File: config.mk
export PLATFORM = sky130hd
export DESIGN_NAME = rr_priority_encoder_flat
export DESIGN_NICKNAME = d
export VERILOG_FILES = /design/src/rtl/rr_priority_encoder_pkg.sv /design/src/rtl/rr_priority_encoder_if.sv /design/src/rtl/rr_priority_encoder_msb_first.sv /design/src/rtl/rr_priority_encoder.sv /design/src/flat_wrapper.sv
export SDC_FILE = /design/constraint.sdc
export NUM_CORES = 1
export LEC_CHECK = 0
export ABC_AREA = 1
export BUFFER_PORTS_ARGS = -buffer_cell sky130_fd_sc_hd__buf_2
export CORE_AREA = 3 3 68 70
export CTS_BUF_LIST = sky130_fd_sc_hd__clkbuf_8
export DETAILED_ROUTE_END_ITERATION = 16
export DIE_AREA = 0 0 71 73
export PLACE_DENSITY = 0.5
export SETUP_SLACK_MARGIN = 0.2
export SLEW_MARGIN = 30
export SYNTH_ARGS = -nofsm -noshare
export SYNTH_HDL_FRONTEND = slang
export SYNTH_HIERARCHICAL = 1
export SYNTH_SLANG_ARGS = --single-unit
File: constraint.sdc
create_clock -name clk -period 3.25 [get_ports clk]
set_input_delay 0.325 -clock clk [delete_from_list [all_inputs] [get_ports clk]]
set_output_delay 0.325 -clock clk [all_outputs]
set_load 0.05 [all_outputs]
File: src/rtl/rr_priority_encoder_pkg.sv
// Shared types and helpers for the round-robin / fixed-priority encoder.
package rr_pe_pkg;

    typedef enum logic {MODE_FIXED = 1'b0, MODE_RR = 1'b1} pe_mode_t;

    // Widest request bank the one-hot helper supports; callers truncate to their own N.
    localparam int PE_MAX_N = 256;

    function automatic logic [PE_MAX_N-1:0] onehot_of(input logic [31:0] idx);
        logic [PE_MAX_N-1:0] v;
        v = '0;
        if (idx < 32'(PE_MAX_N)) begin
            v[idx[7:0]] = 1'b1;
        end else begin
            v = '0;
        end
        return v;
    endfunction

endpackage

File: src/rtl/rr_priority_encoder_if.sv
// Request/grant bundle between a requester bank and the encoder.
interface rr_priority_encoder_if
    import rr_pe_pkg::*;
#(
    parameter int N = 8,
    localparam int W = $clog2(N)
) ();

    logic [N-1:0] req;
    pe_mode_t     mode;
    logic         ack;
    logic [W-1:0] y;
    logic [N-1:0] grant;
    logic         valid;

    modport master (output req, output mode, output ack,
                    input  y,   input  grant, input valid);

    modport slave  (input  req, input  mode, input  ack,
                    output y,   output grant, output valid);

endinterface

File: src/rtl/rr_priority_encoder_msb_first.sv
// Combinational highest-set-bit finder; also usable on its own as a plain priority encoder.
module pe_msb_first #(
    parameter int N = 8,
    localparam int W = $clog2(N)
) (
    input  logic [N-1:0] vec,
    output logic [W-1:0] idx,
    output logic         any
);

    assign any = |vec;

    // Ascending scan so the last (highest) set bit overwrites earlier hits.
    always_comb begin
        idx = '0;
        for (int i = 0; i < N; i++) begin
            idx = vec[i] ? W'(i) : idx;
        end
    end

endmodule

File: src/rtl/rr_priority_encoder.sv
// N-way arbiter: fixed (MSB-first) or round-robin priority, registered grant with valid/ack hold.
module rr_priority_encoder
    import rr_pe_pkg::*;
#(
    parameter int N = 8,
    localparam int W = $clog2(N)
) (
    input  logic                  clk,
    input  logic                  reset,
    rr_priority_encoder_if.slave  bus
);

    logic [W-1:0] y_r;
    logic [N-1:0] grant_r;
    logic         valid_r;
    logic [W-1:0] last_idx_r;

    logic         accept_s;
    logic         load_s;
    logic [W-1:0] ptr_s;
    logic [N-1:0] mask_s;
    logic [N-1:0] masked_s;
    logic [W-1:0] req_idx_s;
    logic         req_any_s;
    logic [W-1:0] msk_idx_s;
    logic         msk_any_s;
    logic [W-1:0] win_idx_s;
    logic [N-1:0] grant_s;
    logic         valid_s;

    assign accept_s = valid_r && bus.ack;
    assign load_s   = !valid_r || bus.ack;

    // The grant being accepted this edge already counts as "most recent" for the next pick,
    // so back-to-back acks rotate without repeating a winner.
    assign ptr_s    = accept_s ? y_r : last_idx_r;
    assign mask_s   = (N'(1'b1) << ptr_s) - N'(1'b1);
    assign masked_s = bus.req & mask_s;

    pe_msb_first #(.N(N)) u_req_enc (
        .vec (bus.req),
        .idx (req_idx_s),
        .any (req_any_s)
    );

    pe_msb_first #(.N(N)) u_msk_enc (
        .vec (masked_s),
        .idx (msk_idx_s),
        .any (msk_any_s)
    );

    // Arbitration result from the live request vector.
    always_comb begin
        valid_s   = 1'b0;
        win_idx_s = '0;
        grant_s   = '0;
        if (req_any_s) begin
            valid_s = 1'b1;
            if ((bus.mode == MODE_RR) && msk_any_s) begin
                win_idx_s = msk_idx_s;
            end else begin
                win_idx_s = req_idx_s;
            end
            grant_s = N'(onehot_of(32'(win_idx_s)));
        end else begin
            valid_s   = 1'b0;
            win_idx_s = '0;
            grant_s   = '0;
        end
    end

    // Output snapshot and round-robin pointer; both freeze while a grant is stalled.
    always_ff @(posedge clk) begin
        if (reset) begin
            y_r        <= '0;
            grant_r    <= '0;
            valid_r    <= 1'b0;
            last_idx_r <= '0;
        end else if (load_s) begin
            y_r     <= win_idx_s;
            grant_r <= grant_s;
            valid_r <= valid_s;
            if (accept_s) begin
                last_idx_r <= y_r;
            end else begin
                last_idx_r <= last_idx_r;
            end
        end else begin
            y_r        <= y_r;
            grant_r    <= grant_r;
            valid_r    <= valid_r;
            last_idx_r <= last_idx_r;
        end
    end

    assign bus.y     = y_r;
    assign bus.grant = grant_r;
    assign bus.valid = valid_r;

endmodule

File: src/flat_wrapper.sv
// flat-port wrapper written by rule: the top's interface ports become plain ports
module rr_priority_encoder_flat import rr_pe_pkg::*;
#(
    parameter int N = 8,
    localparam int W = $clog2(N)
)
  (clk, reset, bus_req, bus_mode, bus_ack, bus_y, bus_grant, bus_valid);
  rr_priority_encoder_if #(.N(N)) bus_i ();
  input  logic clk;
  input  logic reset;
  input wire logic [$bits(bus_i.req)-1:0] bus_req;
  input wire logic [$bits(bus_i.mode)-1:0] bus_mode;
  input wire logic [$bits(bus_i.ack)-1:0] bus_ack;
  output wire logic [$bits(bus_i.y)-1:0] bus_y;
  output wire logic [$bits(bus_i.grant)-1:0] bus_grant;
  output wire logic [$bits(bus_i.valid)-1:0] bus_valid;
  assign bus_i.req = bus_req;
  assign bus_i.mode = bus_mode;
  assign bus_i.ack = bus_ack;
  assign bus_y = bus_i.y;
  assign bus_grant = bus_i.grant;
  assign bus_valid = bus_i.valid;
  rr_priority_encoder #(.N(N)) u_core (.clk(clk), .reset(reset), .bus(bus_i));
endmodule
# ---- Word level (Yosys, flattened, before mapping)
# Cells that the tools add are included.
dict set report word_totals {
  input_bits 12
  elab_cells 38
  regBits 15
}
dict set report classes {
  n_lt_le_gt_ge 2
  reduce_logical 7
  bitwise_logic 1
  mux 22
  shifts 1
  addsub 1
}
# cell n
set op_table {}
lappend op_table {{$mux 3} 12}
lappend op_table {{$reduce_or 8->1} 2}
lappend op_table {{$lt 3x9->1 const B} 1}
lappend op_table {{$and 8x8->8} 1}
lappend op_table {{$mux 2} 4}
lappend op_table {{$mux 8} 1}
lappend op_table {{$shl 1x3->8 const A} 1}
lappend op_table {{$sub 8x1->8 const B} 1}
lappend op_table {{$mux 1} 4}
lappend op_table {{$demux 1 s3} 1}
lappend op_table {{$ge 3x1->1 const B} 1}
lappend op_table {{$logic_and 1x1->1} 3}
lappend op_table {{$logic_not 1->1} 1}
lappend op_table {{$logic_or 1x1->1} 1}

# ---- Depth between registers and ports, before layout
dict set report logic_depth {
  depth_word 19
  ltp_mapped 24
  depth_no_buf 24
}

# ---- Cells and area by module
# Netlist, hierarchy kept.
# module area_per_inst_um2 cells_per_inst instances
set by_module_without_submodules {}
lappend by_module_without_submodules {rr_priority_encoder 854.6 130 1}
lappend by_module_without_submodules {pe_msb_first 77.6 20 2}

# ---- Worst setup path before layout
# OpenSTA, ideal clock, no wires.
dict set report synth_path {
  path_type {register to register}
  start {register u_core.valid_r (netlist: u_core/bus.valid)}
  end {register u_core.grant_r[7] (netlist: u_core/bus.grant[7])}
  path_stages_with_launch 22
  t_arrival_ns 2.651
  setup_slack_ns 0.529
  setup_ns 0.071
  n_path_buf 0
  required_time_ns 3.179
  path_cell_list {dfxtp_1 > nand3_1 > nand2_4 > inv_4 > nand2_2 > inv_2 > nand2_1 > ha_1 > inv_1 > nor2_1 > nand3_1 > nand2_1 > nor2_1 > nor2_1 > nand3_1 > nand2_1 > nand2_1 > nand2_1 > inv_1 > nor2_1 > nand2_1 > a21oi_1}
}
# item line
set synth_rtl {}
lappend synth_rtl {{start, declared} rr_priority_encoder.sv:15} ;# logic valid_r;
lappend synth_rtl {{start signal, assigned} rr_priority_encoder.sv:82} ;# valid_r <= valid_s;
lappend synth_rtl {{start signal, assigned} rr_priority_encoder.sv:91} ;# valid_r <= valid_r;
lappend synth_rtl {{$logic_and 1x1->1 (*)} rr_priority_encoder.sv:31} ;# assign accept_s = valid_r && bus.ack;
lappend synth_rtl {{$mux 3 (*)} rr_priority_encoder.sv:36} ;# assign ptr_s = accept_s ? y_r : last_idx_r;
lappend synth_rtl {{$shl 1x3->8 (*)} rr_priority_encoder.sv:37} ;# assign mask_s = (N'(1'b1) << ptr_s) - N'(1'b1);
lappend synth_rtl {{$sub 8x1->8 (*)} rr_priority_encoder.sv:37}
lappend synth_rtl {{$and 8x8->8 (*)} rr_priority_encoder.sv:38} ;# assign masked_s = bus.req & mask_s;
lappend synth_rtl {{via u_core.masked_s[6]} rr_priority_encoder.sv:22} ;# logic [N-1:0] masked_s;
lappend synth_rtl {{$reduce_or 8->1 (*)} rr_priority_encoder_msb_first.sv:11} ;# assign any = |vec;
lappend synth_rtl {{via u_core.msk_any_s} rr_priority_encoder.sv:26} ;# logic msk_any_s;
lappend synth_rtl {{$logic_and 1x1->1 (*)} rr_priority_encoder.sv:59} ;# if ((bus.mode == MODE_RR) && msk_any_s) begin
lappend synth_rtl {{$mux 3 (*)} rr_priority_encoder.sv:59}
lappend synth_rtl {{$mux 3 (*)} rr_priority_encoder.sv:57} ;# if (req_any_s) begin
lappend synth_rtl {{$lt 3x9->1 (implied by the code) or $ge 3x1->1 (tied branches)} rr_priority_encoder_pkg.sv:13} ;# v[idx[7:0]] = 1'b1;
lappend synth_rtl {{$logic_and 1x1->1 (implied by the code)} rr_priority_encoder_pkg.sv:13}
lappend synth_rtl {{$mux 1 (implied by the code)} rr_priority_encoder_pkg.sv:13}
lappend synth_rtl {{$demux 1 s3 (*)} -}
lappend synth_rtl {{$mux 8 (*)} rr_priority_encoder.sv:57}
lappend synth_rtl {{end signal, assigned} rr_priority_encoder.sv:81} ;# grant_r <= grant_s;
lappend synth_rtl {{end signal, assigned} rr_priority_encoder.sv:90} ;# grant_r <= grant_r;
lappend synth_rtl {{end, declared} rr_priority_encoder.sv:14} ;# logic [N-1:0] grant_r;
# The timed path passes the listed nets; every way through them passes the cells marked *. The select of a mux whose other input is x is not followed.
# A chain may end at the register's enable or synchronous reset.

# ---- Worst setup path in the final report
dict set report layout_path {
  start {register u_core.valid_r (netlist: u_core/bus.valid)}
  end {register u_core.grant_r[3] (netlist: u_core/bus.grant[3])}
}
# Same word-level chain as after synthesis.

==> metrics.txt <==
setup_tns=0 ns; FF-to-FF path depth=23; combinational share of power=a little over a third; Final setup viols=0; stages on the worst setup path=23; Critical Path, Cell by Cell=nand2_4, nand2_2, nand2_4, inv_4, nand2_2, inv_2, nand2_1, ha_1, inv_1, nand2_1, inv_1, nor2_1, inv_1, nand2_1, nor3_1, nand3_1, nand2_1, nand2_1, nand2_1, inv_1, nor2_1, nand2_1, a21oi_1; number of diodes=0; Power Dens Cells=454.0 nW/um2; FMAX=385.1 MHz; drt pass-1 iters=4; crit path from=u_core/bus.valid; height of the die=between 70 and 80 um; CTS tree=done; antenna violations before repair=0; Clock transition at path regs=roughly 0.060 ns; die area=roughly 5200 um2; Post-Route Utilization=roughly 30%; Leakage=approximately 0.66 nW; post-synthesis cell count=170; Final Hold Fails=0; number of global-route vias before repair=approximately 900; final WL=2.316 mm; layout cells sized above 1=between 20 and 25%; fin crit period=between 2 and 3 ns; status=completed; Avg Cell Area, Syn=around 5.9 um2; DRT iter0 DRCs=36; first-pass GRT wire length=approximately 4.1 mm; Layout Cells excl Fill=246; # port buffers=23; hold depth=2; Tcrit/Tclk final=79.90%; CP Max Fanout=7; yosys warns=6; # Post-CTS Setup Buffers=0; clk_lat worst skew=around 0.25 ns; max-slew violation count=0; synthesized cell area=1010 um2; crit path capture=u_core/bus.grant[3]; Core ar.=about 4000 um2; H-Tree Depth=1; Netlist cell types=21; number of remaining DRC errors=0; nets@finish=210; Reg power frac=a little under two fifths; RSZ-0062 raised after global routing=false; gpl congestion=around 0.72; max incr delay on CP=0.40 ns; final instance area=approximately 1200 um2; CP required=~3.4 ns; reg2reg start=u_core/bus.valid; dpl hpwl=roughly 1.9 mm; Max-Cap Viols=0; Max clock buf depth=2; FF+latch count, synth=15; Critical-path top delay cell=dfxtp_2; Max VDD drop=approximately 190 uV; Hold Path Class=in -> reg; IO Pins=24; WP data arrival=about 2.8 ns; Area after DPL=~1200 um2; P_sw=roughly 0.22 mW; P_int=around 0.34 mW; sequential-to-total area share from yosys stat=between 20% and 30%; via density per instance=a little under 4; CTS Sinks=15; CTS root buffer=clkbuf_8; dpl ws=~0.53 ns; Vias=approximately 980; TritonCTS Buffers=3; post_cts resized=0; Cell Rows=23; Post-Place Cells=around 240; worst reg2reg setup slack=approximately 0.65 ns; Setup crit end kind=flip-flop; delay-heaviest family, CP=simple AND/OR/NAND/NOR gates; number of fill cells in the layout=slightly below 500; final setup margin=0.6533 ns; clock power share=about 27%; total gr overflow=0; crit path kind=reg -> reg; clk_skew=around 0.0021 ns; post-route ant nets=0; CP Buf/Inv Count=6; crit-path most repeated cell=nand2_1; largest net degree at the start of global routing=16; critical path startpoint category=flip-flop; sw frac=~39%; All-Layer GR Usage=about a tenth; Die X=around 70 um; mean routed wirelength per cell=about 9.4 um; Post-CTS Hold Buffers=0; R2R Path End=u_core/bus.grant[3]; Area growth syn-to-layout=21.44%; Starting Density=between 20% and 30%
==> flip-flops by register name (all words and copies together), names as in the netlist <==
name,count
u_core/bus.valid,1
u_core/bus.grant,8
u_core/bus.y,3
u_core/last_idx_r,3
==> worst min-delay path by stage <==
stage / slack, ns / end / start
finish: 0.43 / u_core/last_idx_r[2] / reset
global route: 0.44 / u_core/last_idx_r[2] / reset
CTS: 0.42 / u_core/last_idx_r[1] / reset
detailed placement: 0.46 / u_core/bus.grant[2] / u_core/bus.grant[2]
global placement: 0.45 / u_core/bus.grant[7] / u_core/bus.grant[7]
floorplan: 0.39 / u_core/bus.grant[4] / reset
==> per-layer routing <==
layer / routed length [um] / GRT usage [%]
met1: 1120 / 11.88
met2: 1085 / 16.99
met3: 89 / 3.444
met4: 21 / 3.132
met5: 0 / 0
==> final cells by class <==
| cell class | instances | area, um2 | share of cell area [%] |
|---|---|---|---|
| clock inverter | 1 | 3.754 | 0.3061 |
| tap | 50 | 62.56 | 5.102 |
| sequential | 15 | 301.5 | 24.59 |
| timing repair buffer | 23 | 115.1 | 9.388 |
| clock buffer | 3 | 41.29 | 3.367 |
| multi-input combinational | 125 | 590.6 | 48.16 |
| inverter | 29 | 111.4 | 9.082 |
==> through the flow <==
step | total power [mW] | hold slack (ns)
floorplan | 0.3673 | 0.3941
global placement | 0.4131 | 0.4528
detailed placement | 0.4127 | 0.4558
CTS | 0.5671 | 0.4161
global route | 0.6047 | 0.4361
finish | 0.5566 | 0.4258
==> cell usage after synthesis <==
| cell | n | area share [%] |
|---|---|---|
| a21oi_1 | 13 | 6.4 |
| a21oi_4 | 1 | 1.6 |
| buf_4 | 1 | 0.74 |
| clkbuf_1 | 1 | 0.37 |
| conb_1 | 1 | 0.37 |
| dfxtp_1 | 15 | 30 |
| ha_1 | 1 | 1.2 |
| inv_1 | 27 | 10 |
| inv_2 | 1 | 0.37 |
| inv_4 | 1 | 0.62 |
| nand2_1 | 65 | 24 |
| nand2_2 | 5 | 3.1 |
| nand2_4 | 3 | 3.3 |
| nand3_1 | 10 | 5.0 |
| nand3_2 | 1 | 0.99 |
| nand4_1 | 1 | 0.62 |
| nor2_1 | 18 | 6.7 |
| nor2_4 | 1 | 1.1 |
| nor3_1 | 2 | 0.99 |
| o21ai_2 | 1 | 0.87 |
| o21ai_4 | 1 | 1.6 |
==> logic make-up (layout without fill, tap and decap cells) <==
kind of cell | Yosys count | after routing | share of synthesized area (%)
AOI/OAI and AO/OA | 16 | 16 | 10.53
adders and majority gates | 1 | 1 | 1.239
buffers and inverters | 31 | 56 | 12.14
DFF | 15 | 15 | 29.74
other | 1 | 2 | 0.3714
and+or+nand+nor | 106 | 106 | 45.97
==> layout by cell type, fill, tap and decap left out, drive strengths merged <==
| cell | synthesis | final |
|---|---|---|
| nand4 | 1 | 1 |
| conb | 1 | 2 |
| nor2 | 19 | 19 |
| nand2 | 73 | 73 |
| ha | 1 | 1 |
| nand3 | 11 | 11 |
| dfxtp | 15 | 15 |
| a21oi | 14 | 14 |
| buf | 1 | 23 |
| nor3 | 2 | 2 |
| clkbuf | 1 | 3 |
| inv | 29 | 30 |
| o21ai | 2 | 2 |
==> worst register-to-register path, delay by kind of cell (launching register included) <==
kind	cells	cell delay [ns]
AOI/OAI and AO/OA	1	0.13
adders and majority gates	1	0.20
buffers and inverters	6	0.38
DFF	1	0.40
and+or+nand+nor	15	1.42
==> power groups by stage <==
stage / Sequential [mW] / Combinational (mW) / Clock (mW)
global route: 0.211 / 0.224 / 0.170
CTS: 0.209 / 0.201 / 0.158
detailed placement: 0.213 / 0.200 / 0
floorplan: 0.254 / 0.113 / 0
finish: 0.209 / 0.198 / 0.150
global placement: 0.213 / 0.200 / 0
Note: power is estimated with default switching activity, not from simulation.
